$ cat src/rtl/reg_file_sb_if.sv
// Bus bundle for reg_file_sb: writeback, issue and dual read ports plus the
// ready flag. The pipeline side uses master and the register file uses slave.
interface reg_file_sb_if #(
  parameter int DATA_W = 64,
  parameter int ADDR_W = 5
);
  logic              ready;
  logic              reg_write;
  logic [ADDR_W-1:0] reg_write_dest;
  logic [DATA_W-1:0] reg_write_data;
  logic              issue_valid;
  logic [ADDR_W-1:0] issue_dest;
  logic [ADDR_W-1:0] reg_read_addr_1;
  logic [ADDR_W-1:0] reg_read_addr_2;
  logic [DATA_W-1:0] reg_read_data_1;
  logic [DATA_W-1:0] reg_read_data_2;
  logic              busy_1;
  logic              busy_2;

  modport master (
    input  ready,
    output reg_write, reg_write_dest, reg_write_data,
    output issue_valid, issue_dest,
    output reg_read_addr_1, reg_read_addr_2,
    input  reg_read_data_1, reg_read_data_2,
    input  busy_1, busy_2
  );

  modport slave (
    output ready,
    input  reg_write, reg_write_dest, reg_write_data,
    input  issue_valid, issue_dest,
    input  reg_read_addr_1, reg_read_addr_2,
    output reg_read_data_1, reg_read_data_2,
    output busy_1, busy_2
  );
endinterface

$ cat src/rtl/reg_file_sb.sv
// Parametrised integer register file with write-through bypass, a per-register
// pending-write scoreboard and a sequenced post-reset clear gated by ready.
module reg_file_sb #(
  parameter int DATA_W   = 64,
  parameter int ADDR_W   = 5,
  parameter int NUM_REGS = 32,
  parameter int ZERO_REG = 1
) (
  input  logic          clk,
  input  logic          rst_n,
  reg_file_sb_if.slave  bus
);

  localparam logic [0:0]        ST_INIT    = 1'b0;
  localparam logic [0:0]        ST_READY   = 1'b1;
  localparam logic [ADDR_W:0]   NUM_REGS_W = (ADDR_W+1)'(NUM_REGS);
  localparam logic [ADDR_W-1:0] LAST_IDX   = ADDR_W'(NUM_REGS - 1);

  // An address is usable when it is implemented and not the hardwired zero.
  function automatic logic addr_ok(input logic [ADDR_W-1:0] a);
    addr_ok = ({1'b0, a} < NUM_REGS_W) && !((ZERO_REG != 0) && (a == '0));
  endfunction

  logic [0:0]        state_reg, state_next;
  logic [ADDR_W-1:0] clr_idx_reg, clr_idx_next;
  logic              ready_reg, ready_next;
  logic [NUM_REGS-1:0] pending_reg, pending_next;

  logic [DATA_W-1:0] mem [NUM_REGS];

  logic              is_init;
  logic              wr_legal;
  logic              iss_legal;
  logic              mem_we;
  logic [ADDR_W-1:0] mem_waddr;
  logic [DATA_W-1:0] mem_wdata;

  assign is_init   = (state_reg == ST_INIT);
  assign wr_legal  = ready_reg && bus.reg_write   && addr_ok(bus.reg_write_dest);
  assign iss_legal = ready_reg && bus.issue_valid && addr_ok(bus.issue_dest);

  // Control sequencer: walk clr_idx across every entry, then open the file.
  always_comb begin
    state_next   = state_reg;
    clr_idx_next = clr_idx_reg;
    ready_next   = ready_reg;
    if (is_init) begin
      clr_idx_next = clr_idx_reg + 1'b1;
      if (clr_idx_reg == LAST_IDX) begin
        state_next = ST_READY;
        ready_next = 1'b1;
      end
    end
  end

  always_ff @(posedge clk) begin
    if (!rst_n) begin
      state_reg   <= ST_INIT;
      clr_idx_reg <= '0;
      ready_reg   <= 1'b0;
    end else begin
      state_reg   <= state_next;
      clr_idx_reg <= clr_idx_next;
      ready_reg   <= ready_next;
    end
  end

  // Single write port shared by the clear walker and the writeback path.
  always_comb begin
    mem_we    = 1'b0;
    mem_waddr = bus.reg_write_dest;
    mem_wdata = bus.reg_write_data;
    if (is_init) begin
      mem_we    = 1'b1;
      mem_waddr = clr_idx_reg;
      mem_wdata = '0;
    end else if (wr_legal) begin
      mem_we    = 1'b1;
    end
  end

  always_ff @(posedge clk) begin
    if (rst_n && mem_we) begin
      mem[mem_waddr] <= mem_wdata;
    end
  end

  // Scoreboard: a new issue to the same index overrides a retiring write.
  genvar gi;
  generate
    for (gi = 0; gi < NUM_REGS; gi++) begin : g_pend
      localparam logic [ADDR_W-1:0] IDX = ADDR_W'(gi);
      if ((ZERO_REG != 0) && (gi == 0)) begin : g_zero
        assign pending_next[gi] = 1'b0;
      end else begin : g_bit
        assign pending_next[gi] =
            (iss_legal && (bus.issue_dest == IDX)) ||
            (pending_reg[gi] && !(wr_legal && (bus.reg_write_dest == IDX)));
      end
    end
  endgenerate

  always_ff @(posedge clk) begin
    if (!rst_n) begin
      pending_reg <= '0;
    end else begin
      pending_reg <= pending_next;
    end
  end

  logic [ADDR_W-1:0] rd_addr [2];
  assign rd_addr[0] = bus.reg_read_addr_1;
  assign rd_addr[1] = bus.reg_read_addr_2;

  generate
    for (gi = 0; gi < 2; gi++) begin : g_rd
      logic              hit;
      logic              valid;
      logic [DATA_W-1:0] data;
      logic              busy;

      assign hit   = wr_legal && (bus.reg_write_dest == rd_addr[gi]);
      assign valid = ready_reg && addr_ok(rd_addr[gi]);

      always_comb begin
        data = '0;
        if (valid) begin
          data = hit ? bus.reg_write_data : mem[rd_addr[gi]];
        end
      end

      // A retiring write to this register resolves the hazard this cycle.
      assign busy = valid && pending_reg[rd_addr[gi]] && !hit;
    end
  endgenerate

  assign bus.ready           = ready_reg;
  assign bus.reg_read_data_1 = g_rd[0].data;
  assign bus.reg_read_data_2 = g_rd[1].data;
  assign bus.busy_1          = g_rd[0].busy;
  assign bus.busy_2          = g_rd[1].busy;

endmodule

$ cat src/flat_wrapper.sv
// flat-port wrapper written by rule: the top's interface ports become plain ports
module reg_file_sb_flat 
#(
  parameter int DATA_W   = 64,
  parameter int ADDR_W   = 5,
  parameter int NUM_REGS = 32,
  parameter int ZERO_REG = 1
)
  (clk, rst_n, bus_ready, bus_reg_write, bus_reg_write_dest, bus_reg_write_data, bus_issue_valid, bus_issue_dest, bus_reg_read_addr_1, bus_reg_read_addr_2, bus_reg_read_data_1, bus_reg_read_data_2, bus_busy_1, bus_busy_2);
  reg_file_sb_if #(.DATA_W(DATA_W), .ADDR_W(ADDR_W)) bus_i ();
  input  logic clk;
  input  logic rst_n;
  output wire logic [$bits(bus_i.ready)-1:0] bus_ready;
  input wire logic [$bits(bus_i.reg_write)-1:0] bus_reg_write;
  input wire logic [$bits(bus_i.reg_write_dest)-1:0] bus_reg_write_dest;
  input wire logic [$bits(bus_i.reg_write_data)-1:0] bus_reg_write_data;
  input wire logic [$bits(bus_i.issue_valid)-1:0] bus_issue_valid;
  input wire logic [$bits(bus_i.issue_dest)-1:0] bus_issue_dest;
  input wire logic [$bits(bus_i.reg_read_addr_1)-1:0] bus_reg_read_addr_1;
  input wire logic [$bits(bus_i.reg_read_addr_2)-1:0] bus_reg_read_addr_2;
  output wire logic [$bits(bus_i.reg_read_data_1)-1:0] bus_reg_read_data_1;
  output wire logic [$bits(bus_i.reg_read_data_2)-1:0] bus_reg_read_data_2;
  output wire logic [$bits(bus_i.busy_1)-1:0] bus_busy_1;
  output wire logic [$bits(bus_i.busy_2)-1:0] bus_busy_2;
  assign bus_ready = bus_i.ready;
  assign bus_i.reg_write = bus_reg_write;
  assign bus_i.reg_write_dest = bus_reg_write_dest;
  assign bus_i.reg_write_data = bus_reg_write_data;
  assign bus_i.issue_valid = bus_issue_valid;
  assign bus_i.issue_dest = bus_issue_dest;
  assign bus_i.reg_read_addr_1 = bus_reg_read_addr_1;
  assign bus_i.reg_read_addr_2 = bus_reg_read_addr_2;
  assign bus_reg_read_data_1 = bus_i.reg_read_data_1;
  assign bus_reg_read_data_2 = bus_i.reg_read_data_2;
  assign bus_busy_1 = bus_i.busy_1;
  assign bus_busy_2 = bus_i.busy_2;
  reg_file_sb #(.DATA_W(DATA_W), .ADDR_W(ADDR_W), .NUM_REGS(NUM_REGS), .ZERO_REG(ZERO_REG)) u_core (.clk(clk), .rst_n(rst_n), .bus(bus_i));
endmodule
$ cat config.mk
export PLATFORM = sky130hd
export DESIGN_NAME = reg_file_sb_flat
export DESIGN_NICKNAME = d
export VERILOG_FILES = /design/src/rtl/reg_file_sb_if.sv /design/src/rtl/reg_file_sb.sv /design/src/flat_wrapper.sv
export SDC_FILE = /design/constraint.sdc
export NUM_CORES = 2
export LEC_CHECK = 0
export ABC_AREA = 1
export ABC_CLOCK_PERIOD_IN_PS = 14110
export CORE_UTILIZATION = 30
export DETAILED_ROUTE_END_ITERATION = 6
export PLACE_DENSITY = 0.41
export SYNTH_ARGS = -nofsm -noshare
export SYNTH_HDL_FRONTEND = slang
export SYNTH_SLANG_ARGS = --single-unit
$ cat constraint.sdc
create_clock -name clk -period 14.11 [get_ports clk]
set_clock_uncertainty 0.1 [all_clocks]
set_input_delay 3.5275 -clock clk [delete_from_list [all_inputs] [get_ports clk]]
set_output_delay 3.5275 -clock clk [all_outputs]
set_load 0.1 [all_outputs]
==> reports/qor.csv <==
stage;metric;value;unit
outcome;status;complete, but fails checks;
outcome;failing checks;DRC;
setup_path;CP startpoint;bus_reg_write_dest[4];
worst_hold_path;WHS Endpoint;u_core.pending_reg[25];
global_routing;Total Routing Usage GR;25.4;%
synth;synth warn;0;
global_routing;grt total ovfl;0;
cts;clock sinks;2086;
power;leakage power;48.2;nW
synth;Synth top area share;56.5;%
routing;Via-to-Cell Ratio;5.43;
power;Final Power;14.6;mW
cts;Worst-path clk slew;0.06;ns
setup_path;Worst setup SP type;input pin;
synth;simple-gate portion of the synthesized area;25.8;%
die;IO Pins;219;
cells_and_area;layout cell share with drive strength beyond 1;5.66;%
die;die area;365000;um^2
setup_path;reg2reg path depth;7;
power;Max VDD drop;0.0849;mV
worst_hold_path;HP Class;flop to flop;
cells_and_area;most frequent cells in the layout;nand2_1 (3,237), nand3_1 (2,688), edfxtp_1 (2,048);
cts;CTS tree;done;
timing;Worst Tran Pin Value;1.32;ns
synth;Mapped Cells;12400;
synth;Mapped Area;109000;um^2
routing;Wirelength per Cell;27.9;um
power;Reg power frac;46.4;%
die;Initial Utilization;30.2;%
timing;RSZ-0062 raised after global routing;false;
timing;Tcrit/Tclk final;85.3;%
cells_and_area;most common cell after layout, fill and taps aside;nand2_1;
timing;Rel. slew slack;11.8;%
synth;Synth Area in Adders;0.0230;%
power;Comb pwr share;9.1;%
routing;Vias;93200;
die;placement row count;220;
cells_and_area;Final Util;34.2;%
routing;total wire length;479000;um
cells_and_area;Finished Layout Cells;17200;
synth;Synth Area in XOR/XNOR;0.0483;%
timing;Final setup viols;0;
cells_and_area;max reg flops;2048;
worst_hold_path;hold path cells;2;
cells_and_area;fillers;36500;
cts;clk buf depth;4;
cts;hold-fix buffers at CTS;0;
synth;post-synthesis compound-gate area fraction;8.58;%
place;area post-placement;115000;um^2
place;HPWL after DPL;243000;um
global_routing;first-pass GRT wire length;670000;um
global_routing;number of global-route vias before repair;89700;
die;CORE AREA;360000;um^2
synth;Yosys reg bits;2086;
setup_path;CP Class;input pin to output pin;
synth;main combinational cell family by area after synthesis;simple AND/OR/NAND/NOR gates;
cts;CTS H-tree depth;5;
setup_path;Worst EP required;10.48;ns
setup_path;Critical R2R Capture;u_core.mem[14][8];
routing;Residual DRC;2;
cells_and_area;area delta synth->final;13.1;%
die;height of the die;604;um
die;Die Wd;604;um
cts;total CTS buffers;264;
place;Setup WS pre-CTS;2.08;ns
timing;Final Max Slew Viols;0;
timing;Peak Freq;83.1;MHz
timing;worst setup margin;2.07;ns
setup_path;Critical Path AT;8.41;ns
place;port bufs;218;
power;sw frac;25.9;%
power;Pint;10.8;mW
setup_path;FF-to-FF Start;u_core.state_reg;
synth;Mean Syn Cell Area;8.75;um^2
routing;Iter 0 DRT Violations;10900;
cts;post-CTS setup buffers;0;
place;DP Cell Count;16700;
global_routing;initial antenna violation count;13;
cells_and_area;Final Cell Area;123000;um^2
setup_path;CP endpoint kind;output pin;
setup_path;flop2flop setup slack;8.45;ns
cts;Root Driver;clkbuf_16;
cells_and_area;Final #Nets;12300;
timing;min cycle time layout;12.04;ns
power;cell area power density;118;nW/um^2
synth;mux cell area share after synthesis;0;%
global_routing;largest net degree at the start of global routing;206;
routing;DR pass1 iterations;7;
cts;post-cts gate resize count;0;
synth;Syn Nets;12500;
synth;synth unique cells;32;
worst_hold_path;Min-Delay Startpoint;u_core.pending_reg[25];
cts;Worst-Skew Late Latency;0.90;ns
setup_path;Max FO, Critical Path;35;
job;# Max-Cap Violations;0;
timing;TNS Setup;0;ns
synth;post-synth top area cell;edfxtp_1;
synth;top cells by area, synth;edfxtp_1 (56%), nand3_1 (12%), nand2_1 (11%), inv_1 (4.4%), o211ai_1 (3.6%);
power;P_sw;3.77;mW
timing;WHS;0.375;ns
routing;post-route ant nets;0;
place;final weighted congestion in routability-driven placement;0.811;
timing;Final Hold Violating Endpoints;0;
synth;post-synthesis sequential area ratio;57.2;%
power;Clock Power Share;44.4;%
how the worst max path moves through the flow:
stage / to / slack, ns / cells after the start
4_1_cts: bus_reg_read_data_1[27] / 2.07 / 11
5_1_grt: bus_reg_read_data_1[26] / 1.95 / 11
3_3_place_gp: bus_reg_read_data_1[27] / 2.07 / 11
6_report: bus_reg_read_data_1[27] / 2.07 / 11
3_5_place_dp: bus_reg_read_data_1[27] / 2.08 / 11
2_1_floorplan: bus_reg_read_data_2[0] / 4.31 / 8
power by group through the flow:
stage | sequential (mW) | clock [mW] | combinational [mW]
after floorplan | 6.89 | 0 | 0.797
after global placement | 6.89 | 0 | 1.31
after detailed placement | 6.89 | 0 | 1.31
after global routing | 6.76 | 6.83 | 1.42
after CTS | 6.76 | 6.62 | 1.32
final | 6.76 | 6.47 | 1.33
metal layers:
layer / GRT usage [%] / part of all wire, % / vias to the layer above
li1: - / - / 41900
met1: 34.2 / 43 / 46300
met2: 41.9 / 46 / 4292
met3: 3.21 / 7.0 / 808
met4: 9.12 / 3.9 / 6
met5: 0 / 0.0088 / -
synthesized netlist by cell type:
library cell,n
nand4_1,6
o21bai_1,48
nor2_1,540
nand2_2,2
o31ai_1,7
xnor2_1,4
buf_1,129
nand2_1,3240
nand3_1,2688
inv_1,1287
inv_2,9
o21ai_4,1
buf_2,349
a21oi_4,1
clkinv_1,3
edfxtp_1,2048
nor2_2,1
a21boi_0,8
a21oi_1,408
dfxtp_1,38
nor3_1,5
o21ai_0,579
clkbuf_1,409
nor2_4,1
xor2_1,2
nand3b_1,10
or2_2,48
buf_4,39
nor3_4,2
buf_6,10
ha_1,2
o211ai_1,519
worst max-delay path, cell delays in order:
cell             delay [ns]
clkdlybuf4s50_1        0.78
inv_1                  0.33
nand2_1                0.14
nand4_1                0.14
nor3_4                 0.73
nand2_4                0.56
buf_4                  0.58
nand3_1                0.22
nand2_1                0.09
inv_1                  0.07
clkdlybuf4s50_1        1.13
cells by family after synthesis:
logic type               Yosys count
buffers and inverters           2235
AO/OA/AOI/OAI                   1571
AND/OR/NAND/NOR                 6543
XOR/XNOR                           6
flip-flops                      2086
adder cells (fa/ha/maj)            2
cell type report:
type	count	area, um^2	area share, %
Clock buffer	345	7150	5.81
Timing Repair Buffer	414	4110	3.33
Multi-Input combinational cell	8122	37900	30.7
Sequential cell	2086	62300	50.6
Tap cell	4773	5970	4.85
Inverter	1299	4950	4.02
Clock inverter	119	818	0.665
Antenna cell	4	10.0	0.00813
(Power assumes the default switching activity.)
